<file path="config.mk">
export PLATFORM = sky130hd
export DESIGN_NAME = ipv4_rx_parser
export DESIGN_NICKNAME = d
export VERILOG_FILES = /design/src/rtl/ipv4_rx_parser.sv
export SDC_FILE = /design/constraint.sdc
export NUM_CORES = 1
export LEC_CHECK = 0
export CORE_MARGIN = 2
export CORE_UTILIZATION = 35
export DETAILED_ROUTE_END_ITERATION = 8
export PLACE_DENSITY = 0.51
export SKIP_CTS_REPAIR_TIMING = 1
export SLEW_MARGIN = 20
export SYNTH_ARGS = -nofsm -noshare
export SYNTH_HDL_FRONTEND = slang
export SYNTH_SLANG_ARGS = --single-unit
</file>
<file path="constraint.sdc">
create_clock -name clk_i -period 12.9 [get_ports clk_i]
set_input_delay 2.58 -clock clk_i [delete_from_list [all_inputs] [get_ports clk_i]]
set_output_delay 2.58 -clock clk_i [all_outputs]
set_load 0.02 [all_outputs]
</file>
<file path="src/rtl/ipv4_rx_parser.sv">
// IPv4 receive parser: checks the header, strips it and forwards the
// TCP segment bytes through a single output register.
module ipv4_rx_parser #(
    parameter int CNT_W = 16
) (
    input  logic             clk_i,
    input  logic             rst_i,
    input  logic [7:0]       s_data_i,
    input  logic             s_valid_i,
    input  logic             s_last_i,
    output logic             s_ready_o,
    output logic [7:0]       m_data_o,
    output logic             m_valid_o,
    output logic             m_last_o,
    input  logic             m_ready_i,
    output logic [31:0]      src_ip_o,
    output logic [31:0]      dst_ip_o,
    output logic [15:0]      seg_len_o,
    output logic             hdr_valid_o,
    output logic [CNT_W-1:0] ok_cnt_o,
    output logic [CNT_W-1:0] drop_cnt_o
);

    typedef enum logic [1:0] {
        HDR,
        OPT,
        PAYLOAD,
        DISCARD
    } state_t;

    state_t      state;
    logic [15:0] idx;
    logic [15:0] csum;
    logic [15:0] total_len;
    logic [7:0]  hi_byte;
    logic [7:0]  proto;
    logic [3:0]  version;
    logic [3:0]  ihl;
    logic [31:0] src_sh;
    logic [31:0] dst_sh;

    logic        take;
    logic        in_hdr;
    logic        hdr_end;
    logic        hdr_ok;
    logic        pay_end;
    logic        ok_inc;
    logic        drop_inc;
    logic        seg_zero;
    logic [15:0] hdr_len;
    logic [15:0] seg_calc;
    logic [16:0] csum_sum;
    logic [15:0] csum_next;
    logic [31:0] dst_now;

    assign s_ready_o = !rst_i &&
                       ((state != PAYLOAD) || !m_valid_o || m_ready_i);
    assign take      = s_valid_i && s_ready_o;
    assign in_hdr    = (state == HDR) || (state == OPT);
    assign hdr_len   = {10'd0, ihl, 2'b00};
    assign seg_calc  = total_len - hdr_len;
    assign seg_zero  = (seg_calc == 16'd0);

    // End-around carry folded on every word keeps the sum in 16 bits.
    assign csum_sum  = {1'b0, csum} + {1'b0, hi_byte, s_data_i};
    assign csum_next = csum_sum[15:0] + {15'd0, csum_sum[16]};

    assign hdr_end = ((state == HDR) && (idx == 16'd19) && (ihl <= 4'd5)) ||
                     ((state == OPT) && (idx == hdr_len - 16'd1));

    assign hdr_ok = (version == 4'd4) &&
                    (ihl >= 4'd5) &&
                    (proto == 8'd6) &&
                    (csum_next == 16'hFFFF) &&
                    (total_len >= hdr_len);

    assign pay_end = (idx == total_len - 16'd1);

    // Without options the last destination byte is the final header byte.
    assign dst_now = (state == HDR) ? {dst_sh[23:0], s_data_i} : dst_sh;

    assign ok_inc = take && hdr_end && hdr_ok;

    assign drop_inc = take && (
        (in_hdr && s_last_i && !(hdr_end && hdr_ok && seg_zero)) ||
        (hdr_end && !hdr_ok) ||
        ((state == PAYLOAD) && s_last_i && !pay_end));

    always_ff @(posedge clk_i) begin
        if (rst_i) begin
            state       <= HDR;
            idx         <= '0;
            csum        <= '0;
            total_len   <= '0;
            hi_byte     <= '0;
            proto       <= '0;
            version     <= '0;
            ihl         <= '0;
            src_sh      <= '0;
            dst_sh      <= '0;
            m_data_o    <= '0;
            m_valid_o   <= 1'b0;
            m_last_o    <= 1'b0;
            src_ip_o    <= '0;
            dst_ip_o    <= '0;
            seg_len_o   <= '0;
            hdr_valid_o <= 1'b0;
            ok_cnt_o    <= '0;
            drop_cnt_o  <= '0;
        end else begin
            hdr_valid_o <= 1'b0;

            if (m_valid_o && m_ready_i) begin
                m_valid_o <= 1'b0;
                m_last_o  <= 1'b0;
            end

            if (ok_inc && (ok_cnt_o != '1))
                ok_cnt_o <= ok_cnt_o + 1'b1;
            if (drop_inc && (drop_cnt_o != '1))
                drop_cnt_o <= drop_cnt_o + 1'b1;

            if (take) begin
                unique case (state)
                    HDR, OPT: begin
                        idx <= idx + 16'd1;
                        if (!idx[0])
                            hi_byte <= s_data_i;
                        else
                            csum <= csum_next;

                        case (idx)
                            16'd0: {version, ihl} <= s_data_i;
                            16'd2: total_len[15:8] <= s_data_i;
                            16'd3: total_len[7:0]  <= s_data_i;
                            16'd9: proto <= s_data_i;
                            16'd12, 16'd13, 16'd14, 16'd15:
                                src_sh <= {src_sh[23:0], s_data_i};
                            16'd16, 16'd17, 16'd18, 16'd19:
                                dst_sh <= {dst_sh[23:0], s_data_i};
                            default: ;
                        endcase

                        if (hdr_end) begin
                            if (hdr_ok) begin
                                hdr_valid_o <= 1'b1;
                                src_ip_o    <= src_sh;
                                dst_ip_o    <= dst_now;
                                seg_len_o   <= seg_calc;
                            end
                            if (hdr_ok && !seg_zero && !s_last_i) begin
                                state <= PAYLOAD;
                            end else if (s_last_i) begin
                                state <= HDR;
                                idx   <= '0;
                                csum  <= '0;
                            end else begin
                                state <= DISCARD;
                            end
                        end else if (s_last_i) begin
                            state <= HDR;
                            idx   <= '0;
                            csum  <= '0;
                        end else if ((state == HDR) && (idx == 16'd19)) begin
                            state <= OPT;
                        end
                    end

                    PAYLOAD: begin
                        idx       <= idx + 16'd1;
                        m_data_o  <= s_data_i;
                        m_valid_o <= 1'b1;
                        m_last_o  <= pay_end || s_last_i;
                        if (s_last_i) begin
                            state <= HDR;
                            idx   <= '0;
                            csum  <= '0;
                        end else if (pay_end) begin
                            state <= DISCARD;
                        end
                    end

                    DISCARD: begin
                        if (s_last_i) begin
                            state <= HDR;
                            idx   <= '0;
                            csum  <= '0;
                        end
                    end
                endcase
            end
        end
    end

endmodule

</file>
==> impl_metrics.env, run 1 <==
export IMPL_drv_slew=0
export IMPL_root_buffer="clkbuf_16"
export IMPL_worstPathRequired_ns=13.32
export IMPL_maxCapViolCount=0
export IMPL_clkSinkCount=261
export IMPL_powerDensity_nw_per_um2=116.5
export IMPL_clk_path_buf_depth=3
export IMPL_start_util_pct=35.39
export IMPL_drc=0
export IMPL_final_net_count=1673
export IMPL_num_vias=11210
export IMPL_area_delta_synth_final_pct=21.09
export IMPL_holdWs_ns=0.4526
export IMPL_fillers=3616
export IMPL_synth_edf_count=0
export IMPL_port_buffers=136
export IMPL_end_kind="register"
export IMPL_setup_viol=0
export IMPL_synth_seq_cells=261
export IMPL_setup_tns_ns=0
export IMPL_drtIter0Drc=796
export IMPL_gp_congestion=0.8555
export IMPL_cts_reportedPaths_clkPinSlew_ns=0.06
export IMPL_final_layout_size_suffix_gt1_share_pct=7.818
export IMPL_placed_cell_area_um2=14550
export IMPL_synth_distinct_cells=73
export IMPL_yosysSeqAreaShare_pct=40.52
export IMPL_die_h_um=196.0
export IMPL_grt_max_degree=110
export IMPL_rsz0062_at_grt="false"
export IMPL_syn_avg_cell_area_um2=8.309
export IMPL_htreeDepth=1
export IMPL_cts_buffers=30
export IMPL_synth_flop_cell="dfxtp_1"
export IMPL_grt_total_usage_pct=19.06
export IMPL_cts_tree="yes"
export IMPL_layout_commonest_cell="dfxtp_1"
export IMPL_outcome="finished clean"
export IMPL_die_area_um2=38400
export IMPL_wl_mm=37.00
export IMPL_syn_nets=1598
export IMPL_die_width_um=196.0
export IMPL_worst_slew_pin_slew_ns=1.081
export IMPL_critPathLaunchType="primary input"
export IMPL_slew_headroom_pct=27.94
export IMPL_p_leak_nw=5.338
export IMPL_finalCriticalPeriod_ns=8.783
export IMPL_r2r_start="csum[0]"
export IMPL_crit_start="s_data_i[0]"
export IMPL_setup_ws_ns=4.117
export IMPL_coreArea_um2=36430
export IMPL_async_flop_share_pct=0
export IMPL_final_cell_mix="dfxtp_1, nand2_1, nor2_1"
export IMPL_insertedDiodeCount=0
export IMPL_clock_latency_ns=0.57
export IMPL_peakVddDrop_mv=0.08833
export IMPL_overflow=0
export IMPL_synthCells=1552
export IMPL_worstPathMaxFanout=54
export IMPL_max_freq_mhz=113.9
export IMPL_grt_pass1_vias=10820
export IMPL_syn_area_um2=12900
export IMPL_hpwl_mm=25.29
export IMPL_rows=70
export IMPL_dr_pass1_iters=5
export IMPL_hold_viol=0
export IMPL_layout_worst_path_cycle_share_pct=68.08
export IMPL_criticalPathCategory="in2reg"
export IMPL_grt_first_pass_wirelength_mm=59.78
export IMPL_routedWlPerCell_um=17.47
export IMPL_antenna_found_initial=0
export IMPL_worst_hold_path_type="reg2reg"
export IMPL_final_area_um2=15620
export IMPL_vias_per_cell=5.290
export IMPL_yosysWarnings=0
export IMPL_worstPathArrival_ns=9.20
export IMPL_finClkSkew_ns=0.01191
export IMPL_ios=137
export IMPL_ant_nets=0
export IMPL_min_from="src_sh[31]"
export IMPL_pre_cts_ws_ns=3.538
where the power goes:
group	internal, W	switching (W)	total, W
logic	0.0000326	0.0000666	0.0000992
clock network	0.000550	0.000356	0.000906
registers	0.000810	0.00000454	0.000814
total	0.00139	0.000427	0.00182
area by class of cell:
| class | instances | area (um^2) | area share (%) |
|---|---|---|---|
| Tap cell | 468 | 585.6 | 3.750 |
| Clock buffer | 37 | 817.0 | 5.232 |
| Multi-Input combinational cell | 1148 | 7133 | 45.68 |
| Sequential cell | 261 | 5225 | 33.46 |
| Inverter | 33 | 123.9 | 0.7932 |
| Timing Repair Buffer | 153 | 1494 | 9.567 |
| Clock inverter | 18 | 237.7 | 1.522 |
per-stage QoR:
step	power, W	util (%)	cells
2_1_floorplan	0.0008999	-	1552
3_3_place_gp	0.0009311	39.93	2062
3_5_place_dp	0.0009314	39.93	2062
4_1_cts	0.001849	42.83	2117
5_1_grt	0.001891	42.86	2118
6_report	0.001819	42.86	2118
logic make-up (layout without fill, tap and decap cells):
group,Yosys count,after routing,synth area share [%]
flops,261,261,40.52
fa+ha+maj,33,33,3.318
buf+inv,143,241,4.502
compound gates,282,282,13.45
mux,126,126,10.11
simple gates,635,635,23.16
xor+xnor,72,72,4.948
state kept, by name, indices dropped and copies added, names as in the netlist, 32 cells and up:
name / flops
src_ip_o: 32
dst_sh: 32
dst_ip_o: 32
src_sh: 32
path summary, 6_finish.rpt:
path                        to  slack (ns)  depth (start not counted)
setup / recovery  seg_len_o[4]        4.12                         24
setup reg to reg  seg_len_o[4]        6.68                         23
hold / removal      src_sh[31]        0.45                          2
hold reg to reg     src_sh[31]        0.45                          2
layer usage:
| metal | part of all wire, % | vias to the layer above | global-route usage, % | routed length (um) |
|---|---|---|---|---|
| met5 | 0 | - | 0 | 0 |
| met3 | 5.6 | 55 | 4.023 | 2065 |
| met4 | 2.2 | 0 | 4.966 | 800 |
| met1 | 48 | 5301 | 26.45 | 17890 |
| met2 | 44 | 249 | 30.08 | 16240 |
| li1 | - | 5600 | - | - |
Yosys cell counts, types with 4 or more instances:
| master | instances | area (um^2) |
|---|---|---|
| nor4b_1 | 4 | 35.03 |
| or3_1 | 10 | 62.56 |
| a22oi_1 | 14 | 105.1 |
| xor2_1 | 43 | 376.6 |
| o31ai_1 | 24 | 180.2 |
| inv_1 | 32 | 120.1 |
| nand2b_1 | 12 | 75.07 |
| o311ai_0 | 4 | 35.03 |
| a21oi_1 | 155 | 775.7 |
| a21o_1 | 5 | 37.54 |
| nand4b_1 | 4 | 35.03 |
| xnor2_1 | 28 | 245.2 |
| or2_2 | 6 | 37.54 |
| a21boi_0 | 4 | 30.03 |
| mux2_2 | 33 | 371.6 |
| ha_1 | 31 | 387.9 |
| clkbuf_1 | 93 | 349.1 |
| buf_4 | 8 | 60.06 |
| buf_2 | 5 | 25.02 |
| nor2_1 | 166 | 623.1 |
| o21a_1 | 6 | 45.04 |
| or4_1 | 27 | 202.7 |
| o211ai_1 | 8 | 60.06 |
| nand2_1 | 230 | 863.3 |
| and2_1 | 4 | 25.02 |
| and3_1 | 16 | 100.1 |
| nand3_1 | 62 | 310.3 |
| nor4_1 | 18 | 112.6 |
| nand4_1 | 26 | 162.7 |
| nor2b_1 | 7 | 43.79 |
| o21ai_0 | 23 | 115.1 |
| a211oi_1 | 6 | 45.04 |
| mux2i_1 | 92 | 920.9 |
| a31oi_1 | 4 | 25.02 |
| dfxtp_1 | 261 | 5225 |
| nor3_1 | 28 | 140.1 |
worst max-delay path, stage by stage:
cell and delay [ns]:
clkdlybuf4s50_1 0.79, ha_1 0.28, inv_1 0.06, fa_1 0.39, nand2b_1 0.20, a21bo_2 0.22, a21oi_1 0.29, o21a_1 0.21
o21ai_0 0.09, a21oi_1 0.15, o21ai_0 0.09, nand2b_1 0.10, ha_1 0.19, ha_1 0.19, and4b_1 0.33, nand2_1 0.18
or4_1 0.45, a21o_1 0.18, a21bo_2 0.25, nor4b_2 0.28, buf_4 0.47, buf_4 0.80, mux2i_1 0.28, nor2_1 0.05
Note: power is estimated with default switching activity, not from simulation.
==> run 2: changes to the inputs <==
Clock period 12.9 ns to 8.6 ns, I/O delays scaled along.
==> run 2 against run 1 <==
Effect of this change: flip-flop and latch count unchanged; global-route usage shrank 0.41 points; routed wire length shrank 1.4%; core utilization is 0.10 points lower; cell count is 0.24% higher; worst hold slack better by 0.0029 ns; critical path type unchanged; critical endpoint is now seg_len_o[5]; largest cell class unchanged; largest power group unchanged; highest routed layer unchanged.
==> impl_metrics.env, run 2 (synthesized netlist as in run 1, its figures left out) <==
export IMPL_final_layout_size_suffix_gt1_share_pct=7.674
export IMPL_clock_latency_ns=0.56
export IMPL_die_width_um=196.0
export IMPL_drc=0
export IMPL_worst_r2r_path_depth=22
export IMPL_routedWlPerCell_um=17.19
export IMPL_area_delta_synth_final_pct=20.80
export IMPL_grtUsageMet2_pct=30.06
export IMPL_criticalPathCategory="in2reg"
export IMPL_powerDensity_nw_per_um2=169.2
export IMPL_grt_pass1_vias=10620
export IMPL_r2r_start="csum[0]"
export IMPL_met1_usage_pct=26.61
export IMPL_p_comb_share_pct=5.8
export IMPL_grt_max_degree=113
export IMPL_root_buffer="clkbuf_16"
export IMPL_maxCapViolCount=0
export IMPL_finalCriticalPeriod_ns=6.972
export IMPL_slew_headroom_pct=24.38
export IMPL_worst_hold_path_type="reg2reg"
export IMPL_ant_nets=0
export IMPL_die_h_um=196.0
export IMPL_end_kind="register"
export IMPL_outcome="finished clean"
export IMPL_p_int_w=0.002010
export IMPL_max_stage_delay_ns=0.47
export IMPL_holdPathStages=2
export IMPL_layout_commonest_cell="dfxtp_1"
export IMPL_worstPathRequired_ns=9.01
export IMPL_setup_viol=0
export IMPL_rows=70
export IMPL_cts_reportedPaths_clkPinSlew_ns=0.06
export IMPL_timing_rr_end="seg_len_o[5]"
export IMPL_rsz0062_at_grt="false"
export IMPL_die_area_um2=38400
export IMPL_cp_cell_sequence="clkdlybuf4s50_1 -> buf_4 -> inv_1 -> fa_1 -> nand2b_1 -> a21bo_2 -> a21oi_1 -> o21a_1 -> o21ai_0 -> a21oi_1 -> o21ai_0 -> nand2b_1 -> ha_1 -> ha_1 -> and4b_1 -> nand2_1 -> or4_1 -> a21o_1 -> a21bo_2 -> nor4b_2 -> buf_12 -> mux2i_1 -> nor2_1"
export IMPL_peakVddDrop_mv=0.1872
export IMPL_hpwl_mm=24.54
export IMPL_p_switching_w=0.0006251
export IMPL_min_to="src_sh[27]"
export IMPL_p_leak_nw=5.310
export IMPL_worstPathArrival_ns=7.39
export IMPL_max_freq_mhz=143.4
export IMPL_pwr_share_seq_pct=46.3
export IMPL_min_from="src_sh[27]"
export IMPL_globalRoute_busiestLayer="met2"
export IMPL_crit_slowest_cell="or4_1"
export IMPL_htreeDepth=1
export IMPL_grt_first_pass_wirelength_mm=58.54
export IMPL_p_clk_share_pct=47.9
export IMPL_antenna_found_initial=0
export IMPL_num_vias=11150
export IMPL_finClkSkew_ns=0.01243
export IMPL_wl_mm=36.49
export IMPL_critPathLaunchType="primary input"
export IMPL_grt_use_met3_pct=2.424
export IMPL_final_net_count=1678
export IMPL_gp_congestion=0.8678
export IMPL_overflow=0
export IMPL_grt_total_usage_pct=18.65
export IMPL_hold_viol=0
export IMPL_clk_path_buf_depth=3
export IMPL_port_buffers=136
export IMPL_ios=137
export IMPL_final_cell_mix="dfxtp_1, nand2_1, nor2_1"
export IMPL_switching_share_pct=23.72
export IMPL_drtIter0Drc=707
export IMPL_insertedDiodeCount=0
export IMPL_clkSinkCount=261
export IMPL_setup_tns_ns=0
export IMPL_final_area_um2=15580
export IMPL_holdWs_ns=0.4554
export IMPL_cts_buffers=30
export IMPL_worstPathMaxFanout=80
export IMPL_placed_cell_area_um2=14610
export IMPL_cts_tree="yes"
export IMPL_worst_slew_pin_slew_ns=1.126
export IMPL_drv_slew=0
export IMPL_dp_cells=2068
export IMPL_fin_cells=2123
export IMPL_layout_worst_path_cycle_share_pct=81.07
export IMPL_fillers=3685
export IMPL_coreArea_um2=36430
export IMPL_dr_pass1_iters=5
export IMPL_start_util_pct=35.39
export IMPL_vias_per_cell=5.253
export IMPL_p_total_w=0.002636
export IMPL_ff2ff_setup_slack_ns=3.01
## run 2: worst max-delay path by stage
| stage | from | slack (ns) | end | depth (start not counted) |
|---|---|---|---|---|
| after floorplan | s_data_i[1] | 2.27 | drop_cnt_o[15] | 23 |
| after global placement | s_data_i[1] | 1.18 | src_ip_o[7] | 23 |
| after detailed placement | s_data_i[1] | 1.15 | seg_len_o[8] | 23 |
| after CTS | s_data_i[1] | 1.71 | seg_len_o[8] | 23 |
| after global routing | s_data_i[1] | 1.17 | seg_len_o[6] | 23 |
| final | s_data_i[1] | 1.63 | seg_len_o[5] | 23 |
## run 2: critical path, delay by kind of cell
kind	cells	cell delay, ns
muxes	1	0.26
AOI/OAI and AO/OA	8	1.54
adders and majority gates	3	0.84
and+or+nand+nor	7	1.69
buffers and inverters	4	1.24
## run 2: per-stage QoR
| step | util [%] | setup WS, ns |
|---|---|---|
| CTS | 42.76 | 1.712 |
| global route | 42.76 | 1.167 |
| detailed placement | 40.09 | 1.153 |
| global placement | 40.09 | 1.183 |
| finish | 42.76 | 1.628 |
| floorplan | - | 2.268 |
## run 2: final cells by class
cell class | instances | area [um^2] | area share (%)
clock buffer | 45 | 857.1 | 5.502
inverter | 33 | 123.9 | 0.7951
sequential | 261 | 5225 | 33.54
clock inverter | 10 | 113.9 | 0.7309
multi-input combinational | 1148 | 7133 | 45.79
timing repair buffer | 158 | 1540 | 9.887
tap | 468 | 585.6 | 3.759
## run 2: power by group through the flow
stage | clock [W] | combinational (W) | sequential [W]
floorplan | 0 | 0.000105 | 0.00125
CTS | 0.00130 | 0.000155 | 0.00122
global placement | 0 | 0.000154 | 0.00125
global route | 0.00135 | 0.000168 | 0.00122
finish | 0.00126 | 0.000153 | 0.00122
detailed placement | 0 | 0.000154 | 0.00125
## run 2: routing by layer
metal | wire length (um) | share of wire (%)
met4 | 698 | 1.9
met2 | 16360 | 45
met3 | 1632 | 4.5
met5 | 0 | 0
met1 | 17800 | 49
